`config.mk`:
```
export PLATFORM = sky130hd
export DESIGN_NAME = cmp_nbit_seq
export DESIGN_NICKNAME = d
export VERILOG_FILES = /design/src/rtl/cmp_nbit_seq.sv
export SDC_FILE = /design/constraint.sdc
export NUM_CORES = 1
export LEC_CHECK = 0
export ABC_AREA = 1
export ABC_CLOCK_PERIOD_IN_PS = 1800
export BUFFER_PORTS_ARGS = -buffer_cell sky130_fd_sc_hd__buf_2
export CORE_UTILIZATION = 55
export CTS_CLUSTER_DIAMETER = 80
export DETAILED_ROUTE_END_ITERATION = 8
export GPL_TIMING_DRIVEN = 1
export MAX_ROUTING_LAYER = met4
export PLACE_DENSITY = 0.87
export RECOVER_POWER = 100
export SLEW_MARGIN = 10
export SYNTH_ARGS = -nofsm -noshare
export SYNTH_HDL_FRONTEND = slang
export SYNTH_SLANG_ARGS = --single-unit
```
`constraint.sdc`:
```
create_clock -name clk -period 1.8 [get_ports clk]
set_input_delay 0.27 -clock clk [delete_from_list [all_inputs] [get_ports clk]]
set_output_delay 0.27 -clock clk [all_outputs]
set_load 0.03 [all_outputs]
```
`src/rtl/cmp_nbit_seq.sv`:
```
// cmp_nbit_seq: multi-cycle magnitude comparator.
// Walks two WIDTH-bit operands CHUNK bits per cycle, most significant chunk
// first, and finishes at the first chunk that differs. Signed operands are
// turned into offset binary when they are latched, so a single unsigned
// chunk comparator serves both modes. Results are registered and hold
// their values until the next completion.
module cmp_nbit_seq #(
  parameter int WIDTH = 32,
  parameter int CHUNK = 4
) (
  input  logic             clk,
  input  logic             rst,
  input  logic             start,
  input  logic             signed_mode,
  input  logic [WIDTH-1:0] a,
  input  logic [WIDTH-1:0] b,
  output logic             busy,
  output logic             done,
  output logic             ahigher,
  output logic             alower,
  output logic             asame
);

  localparam int NCHUNK = WIDTH / CHUNK;
  // The chunk counter keeps at least one bit so NCHUNK=1 still has a legal vector.
  localparam int CW = (NCHUNK > 1) ? $clog2(NCHUNK) : 1;
  localparam logic [CW-1:0] LAST_CHUNK = CW'(NCHUNK - 1);

  localparam logic [0:0] ST_IDLE = 1'b0;
  localparam logic [0:0] ST_RUN  = 1'b1;

  logic [0:0]       state_reg,   state_next;
  logic [WIDTH-1:0] sa_reg,      sa_next;
  logic [WIDTH-1:0] sb_reg,      sb_next;
  logic [CW-1:0]    cnt_reg,     cnt_next;
  logic             busy_reg,    busy_next;
  logic             done_reg,    done_next;
  logic             ahigher_reg, ahigher_next;
  logic             alower_reg,  alower_next;
  logic             asame_reg,   asame_next;

  // Operands as they enter the shift registers (MSB flipped in signed mode).
  logic [WIDTH-1:0] a_cond;
  logic [WIDTH-1:0] b_cond;

  // Chunk currently under comparison and its verdict.
  logic [CHUNK-1:0] sa_top;
  logic [CHUNK-1:0] sb_top;
  logic             top_gt;
  logic             top_eq;
  logic             last_chunk;

  // Flipping the sign bit maps two's complement onto offset binary, which
  // orders correctly under an unsigned compare.
  generate
    for (genvar gi = 0; gi < WIDTH; gi++) begin : g_cond
      if (gi == WIDTH - 1) begin : g_msb
        assign a_cond[gi] = a[gi] ^ signed_mode;
        assign b_cond[gi] = b[gi] ^ signed_mode;
      end else begin : g_low
        assign a_cond[gi] = a[gi];
        assign b_cond[gi] = b[gi];
      end
    end
  endgenerate

  assign sa_top     = sa_reg[WIDTH-1 -: CHUNK];
  assign sb_top     = sb_reg[WIDTH-1 -: CHUNK];
  assign top_gt     = (sa_top > sb_top);
  assign top_eq     = (sa_top == sb_top);
  assign last_chunk = (cnt_reg == LAST_CHUNK);

  // Next-state logic: accept in IDLE, then scan one chunk per cycle in RUN.
  always_comb begin
    state_next   = state_reg;
    sa_next      = sa_reg;
    sb_next      = sb_reg;
    cnt_next     = cnt_reg;
    busy_next    = busy_reg;
    done_next    = 1'b0;
    ahigher_next = ahigher_reg;
    alower_next  = alower_reg;
    asame_next   = asame_reg;

    case (state_reg)
      ST_IDLE: begin
        if (start) begin
          sa_next    = a_cond;
          sb_next    = b_cond;
          cnt_next   = '0;
          busy_next  = 1'b1;
          state_next = ST_RUN;
        end
      end

      ST_RUN: begin
        if (!top_eq) begin
          // First differing chunk decides the whole compare.
          ahigher_next = top_gt;
          alower_next  = !top_gt;
          asame_next   = 1'b0;
          done_next    = 1'b1;
          busy_next    = 1'b0;
          state_next   = ST_IDLE;
        end else if (last_chunk) begin
          ahigher_next = 1'b0;
          alower_next  = 1'b0;
          asame_next   = 1'b1;
          done_next    = 1'b1;
          busy_next    = 1'b0;
          state_next   = ST_IDLE;
        end else begin
          // Bring the next lower chunk up to the compare position.
          sa_next  = sa_reg << CHUNK;
          sb_next  = sb_reg << CHUNK;
          cnt_next = cnt_reg + CW'(1);
        end
      end

      default: begin
        busy_next  = 1'b0;
        state_next = ST_IDLE;
      end
    endcase
  end

  // State and result registers; reset aborts any compare and clears results.
  always_ff @(posedge clk) begin
    if (rst) begin
      state_reg   <= ST_IDLE;
      sa_reg      <= '0;
      sb_reg      <= '0;
      cnt_reg     <= '0;
      busy_reg    <= 1'b0;
      done_reg    <= 1'b0;
      ahigher_reg <= 1'b0;
      alower_reg  <= 1'b0;
      asame_reg   <= 1'b0;
    end else begin
      state_reg   <= state_next;
      sa_reg      <= sa_next;
      sb_reg      <= sb_next;
      cnt_reg     <= cnt_next;
      busy_reg    <= busy_next;
      done_reg    <= done_next;
      ahigher_reg <= ahigher_next;
      alower_reg  <= alower_next;
      asame_reg   <= asame_next;
    end
  end

  assign busy    = busy_reg;
  assign done    = done_reg;
  assign ahigher = ahigher_reg;
  assign alower  = alower_reg;
  assign asame   = asame_reg;

endmodule

```
==> results.yml, run 1 <==
pwr:
  p_leak_nw: 2.25
  p_per_area_mw_per_mm2: 906
  p_clk_frac: 0.283
  p_int_mw: 2.75
  combPwrFrac: 0.255
  p_switching_mw: 1.26
  peakVddDrop_uv: 460
  switching_share: 0.314
  p_seq_frac: 0.462
  totalPowerFinal_mw: 4.01
worst_setup_path:
  crit-reg2reg-launch: "sb_reg[31]$_SDFFE_PP0P_"
  ff2ff_setup_slack_ns: 0.10
  critPathMaxFanout: 49
  critPathCaptureType: "register"
  start_kind: "register"
  cp_data_arrival_time_ns: 1.94
  timing.rr.end: "sa_reg[27]$_SDFFE_PP0P_"
  rr_worst_depth: 8
  required_ns: 2.04
  critPathKind: "register to register"
clocking:
  cts_tree: "yes"
  cts_buffers: 9
  path_clk_slew_ns: 0.07
  insertion_delay_ns: 0.35
  cts_root_buffer: "clkbuf_8"
  cts_resized: 0
  htreeDepth: 3
  clockBufferDepth: 2
  cts_sinks: 73
routing:
  routed_wl_um: 8400
  dr.first_iter.drc_count: 246
  final_antenna_net_count: 0
  drc: 0
  post_drt_wl_per_cell_um: 11.2
  vias: 3780
  drt_first_pass_iters: 4
  viasPerCell: 5.03
synth:
  synth_top_family_by_area: "simple AND/OR/NAND/NOR gates"
  synth-seq-cells: 73
  synth_cell_types: 22
  seq_area_frac_synth: 0.379
  synth.area.mux_share: 0
  synth_cells: 598
  synthesis.area_mm2: 0.00385
  synth-compound-area-share: 0.158
  synthAdderAreaFrac: 0.0195
  synthSimpleGateAreaFrac: 0.309
  avgSynthCellArea_um2: 6.44
  syn-num-nets: 672
  yosysWarnings: 0
  synthXorXnorAreaFrac: 0
timing:
  fin_skew_ns: 0.00527
  hold_violations: 0
  fmax_mhz: 588
  rsz0062_at_grt: "false"
  period_minus_slack_ns: 1.70
  tightest_slew_ns: 0.361
  period_share: 0.944
  post-route-worst-setup-slack_ns: 0.101
  hold_ws_ns: 0.171
  tns_ns: 0
  maxSlewHeadroom: 0.757
  drv_slew: 0
  setup_viol: 0
min_path:
  min_to: "sb_reg[1]$_SDFFE_PP0P_"
  holdCritPathClass: "input pin to register"
  whs_path_depth: 3
  hp-start: "b[1]"
floorplanning:
  core_area_mm2: 0.00679
  start_util: 0.567
  rows: 30
  dieWidth_um: 85.7
  die_h_um: 85.7
  die_area_mm2: 0.00734
  ioPinCount: 73
placed_design:
  dpl.cell_count: 732
  place_area_mm2: 0.00424
  place.gp.congestion: 0.788
  post-dp-hpwl_um: 5560
  port-buffer-count: 72
  pre_cts_ws_ns: 0.0448
layout:
  nets: 726
  final_util: 0.651
  syn_to_final_growth_pct: 14.8
  instances_no_fill: 751
  drive_above_1_share: 0.153
  finalInstanceArea_mm2: 0.00442
  antenna_cells: 0
global_route:
  grt_use_total: 0.237
  grt_first_pass_wirelength_um: 13500
  grt_pass1_vias: 3191
  antenna_found_initial: 0
  grt_max_degree: 73
  overflow: 0
run:
  drv_cap: 0
status:
  status: "finished, final reports clean"
Yosys cell counts:
master    count  area, µm²
o211a_1       1       10.0
buf_6         7       78.8
o21ai_0      29        145
nand3_2       1       10.0
buf_1         1       3.75
nand3_1      70        350
o21ai_1      20        100
nand4_1       2       12.5
clkbuf_1     12       45.0
nor2_4        1       11.3
nand2_1     152        571
buf_4         6       45.0
buf_2        20        100
nand2_2       1       6.26
nor2_1       61        229
clkinv_1      1       3.75
inv_1        62        233
inv_2         2       7.51
o21bai_1      1       7.51
dfxtp_1      73       1460
ha_1          6       75.1
a21oi_1      69        345
power groups by stage:
stage / registers, mW / logic, mW / clock network (mW)
2_1_floorplan: 1.89 / 0.762 / 0
3_3_place_gp: 1.88 / 0.978 / 0
3_5_place_dp: 1.88 / 1.01 / 0
4_1_cts: 1.85 / 1.02 / 1.14
5_1_grt: 1.86 / 1.16 / 1.20
6_report: 1.85 / 1.02 / 1.14
cell type report:
class	count	area (µm²)
Multi-Input combinational cell	414	1890
Inverter	65	244
Tap cell	96	120
Clock buffer	14	163
Fill cell	625	2370
Sequential cell	73	1460
Timing Repair Buffer	89	548
placed cells by master (no fill, tap or decap):
| cell type | instances |
|---|---|
| clkbuf_8 | 11 |
| nand2_1 | 152 |
| o21ai_0 | 29 |
| buf_12 | 5 |
| nand2_4 | 1 |
| nor2_1 | 61 |
| a21oi_1 | 69 |
| nand3_1 | 70 |
| buf_4 | 11 |
| inv_2 | 2 |
| nor2_4 | 1 |
| nand3_4 | 1 |
| clkinv_1 | 1 |
| inv_1 | 62 |
| o21ai_1 | 20 |
| buf_2 | 67 |
| dfxtp_1 | 73 |
| ha_1 | 6 |
| o21bai_1 | 1 |
| buf_6 | 1 |
| clkbuf_1 | 8 |
| o211a_1 | 1 |
| nand4_1 | 2 |
worst max-delay path by stage:
stage,end,depth (start not counted),slack [ns],startpoint
floorplan,sa_reg[10]$_SDFFE_PP0P_,9,0.27,sb_reg[31]$_SDFFE_PP0P_
global placement,sb_reg[29]$_SDFFE_PP0P_,8,0.11,sb_reg[31]$_SDFFE_PP0P_
detailed placement,sa_reg[27]$_SDFFE_PP0P_,8,0.04,sb_reg[31]$_SDFFE_PP0P_
CTS,sa_reg[27]$_SDFFE_PP0P_,8,0.03,sb_reg[31]$_SDFFE_PP0P_
global route,sa_reg[28]$_SDFFE_PP0P_,8,0.01,sb_reg[31]$_SDFFE_PP0P_
finish,sa_reg[27]$_SDFFE_PP0P_,8,0.10,sb_reg[31]$_SDFFE_PP0P_
critical path, stage by stage (launching register included):
cell	delay, ns
dfxtp_1	0.32
inv_1	0.05
ha_1	0.29
nand2_1	0.11
nor2_4	0.18
nand3_4	0.16
buf_12	0.23
a21oi_1	0.17
nor2_1	0.07
routing by layer:
metal	GRT usage	part of all wire	vias up
met5	-	0	-
met2	0.379	0.47	95
met3	0.0346	0.048	12
li1	-	-	2009
met1	0.300	0.46	1664
met4	0.103	0.016	0
timing repair:
| item | 4_1_cts | 5_1_grt |
|---|---|---|
| buffers inserted | 0 | 5 |
| hold buffers | 0 | 0 |
| setup endpoints to repair | 0 | 49 |
cells by family (layout without fill, tap and decap cells):
kind of cell    after synthesis  in the layout
fa+ha+maj                     6              6
flops                        73             73
simple gates                288            288
compound gates              120            120
buf+inv                     111            168
Note: power is estimated with default switching activity, not from simulation.
==> run 2, diff against run 1 <==
Settings changed: CORE_UTILIZATION 55 to 31, PLACE_DENSITY 0.87 to 0.58.
==> results.yml, run 2 (synthesis results as in run 1) <==
status:
  status: "finished, final reports clean"
run:
  drv_cap: 0
routing:
  post_drt_wl_per_cell_um: 11.4
  drc: 0
  final_antenna_net_count: 0
  dr.first_iter.drc_count: 239
  viasPerCell: 4.63
  routed_wl_um: 9400
  vias: 3800
  drt_first_pass_iters: 4
clocking:
  clockBufferDepth: 2
  cts_tree: "yes"
  cts_sinks: 73
  insertion_delay_ns: 0.33
  cts_root_buffer: "clkbuf_16"
  path_clk_slew_ns: 0.06
  cts_buffers: 9
  post-cts-setup-buffers: 0
  htreeDepth: 3
  holdBufCountCts: 0
global_route:
  overflow: 0
  grt_first_pass_wirelength_um: 15700
  grt_pass1_vias: 3470
  antenna_found_initial: 0
  grt_max_degree: 71
  grt_use_total: 0.157
pwr:
  p_per_area_mw_per_mm2: 1030
  peakVddDrop_uv: 439
  p_clk_frac: 0.402
  combPwrFrac: 0.212
  switching_share: 0.292
  p_seq_frac: 0.386
  p_int_mw: 3.39
  p_switching_mw: 1.40
  p_leak_nw: 2.29
timing:
  drv_slew: 0
  period_minus_slack_ns: 1.67
  fmax_mhz: 599
  fin_skew_ns: 0.00694
  maxSlewHeadroom: 0.739
  hold_ws_ns: 0.187
  tightest_slew_ns: 0.389
  period_share: 0.928
  rsz0062_at_grt: "false"
  tns_ns: 0
  setup_viol: 0
  hold_violations: 0
floorplanning:
  die_h_um: 113
  ioPinCount: 73
  dieWidth_um: 113
  core_area_mm2: 0.0121
  die_area_mm2: 0.0129
  start_util: 0.319
  rows: 40
worst_setup_path:
  critPathCaptureType: "register"
  cp_cell_sequence: "inv_1 > ha_1 > nand2_1 > nor2_4 > nand3_4 > buf_12 > a21oi_1 > nor2_1"
  critPathMaxFanout: 63
  critPathTopFamily: "simple AND/OR/NAND/NOR gates"
  critPathKind: "register to register"
  slowest_delay_ns: 0.32
  required_ns: 2.02
  start_kind: "register"
  critPathBufInv: 2
  crit_slowest_cell: "dfxtp_1"
  cp_data_arrival_time_ns: 1.89
placed_design:
  port-buffer-count: 72
  place.gp.congestion: 0.783
  post-dp-hpwl_um: 6400
layout:
  nets: 722
  nFillCells: 1296
  antenna_cells: 0
  final_cell_mix: "nand2_1, dfxtp_1, nand3_1"
  drive_above_1_share: 0.153
  layout_commonest_cell: "nand2_1"
  syn_to_final_growth_pct: 20.1
min_path:
  holdCritPathClass: "input pin to register"
-- run 2: power groups by stage --
stage	Clock, mW	Sequential [mW]	Combinational, mW
after floorplan	0	1.89	0.762
after global placement	0	1.88	1.00
after detailed placement	0	1.89	1.02
after CTS	1.98	1.85	1.03
after global routing	2.05	1.86	1.17
final	1.93	1.85	1.01
-- run 2: timing repair --
| action | 4_1_cts | 5_1_grt |
|---|---|---|
| gates resized for setup | 0 | 1 |
| endpoints found under the setup margin | 0 | 4 |
| hold endpoints to repair | 0 | 0 |
-- run 2: worst paths after layout --
| check | startpoint | endpoint | slack, ns | cells past startpoint |
|---|---|---|---|---|
| setup reg to reg | sb_reg[29]$_SDFFE_PP0P_ | sa_reg[16]$_SDFFE_PP0P_ | 0.13 | 8 |
| hold / removal | b[0] | sb_reg[0]$_SDFFE_PP0P_ | 0.19 | 3 |
| setup / recovery | sb_reg[29]$_SDFFE_PP0P_ | sa_reg[16]$_SDFFE_PP0P_ | 0.13 | 8 |
| hold reg to reg | sb_reg[3]$_SDFFE_PP0P_ | sb_reg[3]$_SDFFE_PP0P_ | 0.48 | 2 |
-- run 2: cell type report --
cell class | count | area (µm²) | share of cell area
Multi-Input combinational cell | 414 | 1890 | 0.408
Sequential cell | 73 | 1460 | 0.316
Timing Repair Buffer | 85 | 505 | 0.109
Inverter | 65 | 244 | 0.0527
Clock buffer | 10 | 229 | 0.0495
Tap cell | 168 | 210 | 0.0454
Clock inverter | 6 | 91.3 | 0.0197
-- run 2: tightest hold or removal path: cells and delay by family --
| kind | cells | cell delay (ns) |
|---|---|---|
| buf+inv | 1 | 0.10 |
| compound gates | 1 | 0.06 |
| simple gates | 1 | 0.05 |
-- run 2: metrics by stage --
step           cells  setup WS, ns   util  instance area (µm²)  power, mW
2_1_floorplan    598         0.272      -                 3850       2.65
5_1_grt          821        0.0393  0.384                 4630       5.08
4_1_cts          821         0.106  0.384                 4630       4.85
3_5_place_dp     805         0.116  0.357                 4310       2.91
3_3_place_gp     805         0.186  0.357                 4310       2.88
6_report         821         0.130  0.384                 4630       4.79
-- run 2: per-layer routing --
layer  vias up  GRT usage  part of all wire
met4         0     0.0474             0.015
met1      1710      0.196              0.48
met2        81      0.247              0.46
li1       1998          -                 -
met3        11     0.0414             0.053
met5         -          -                 0
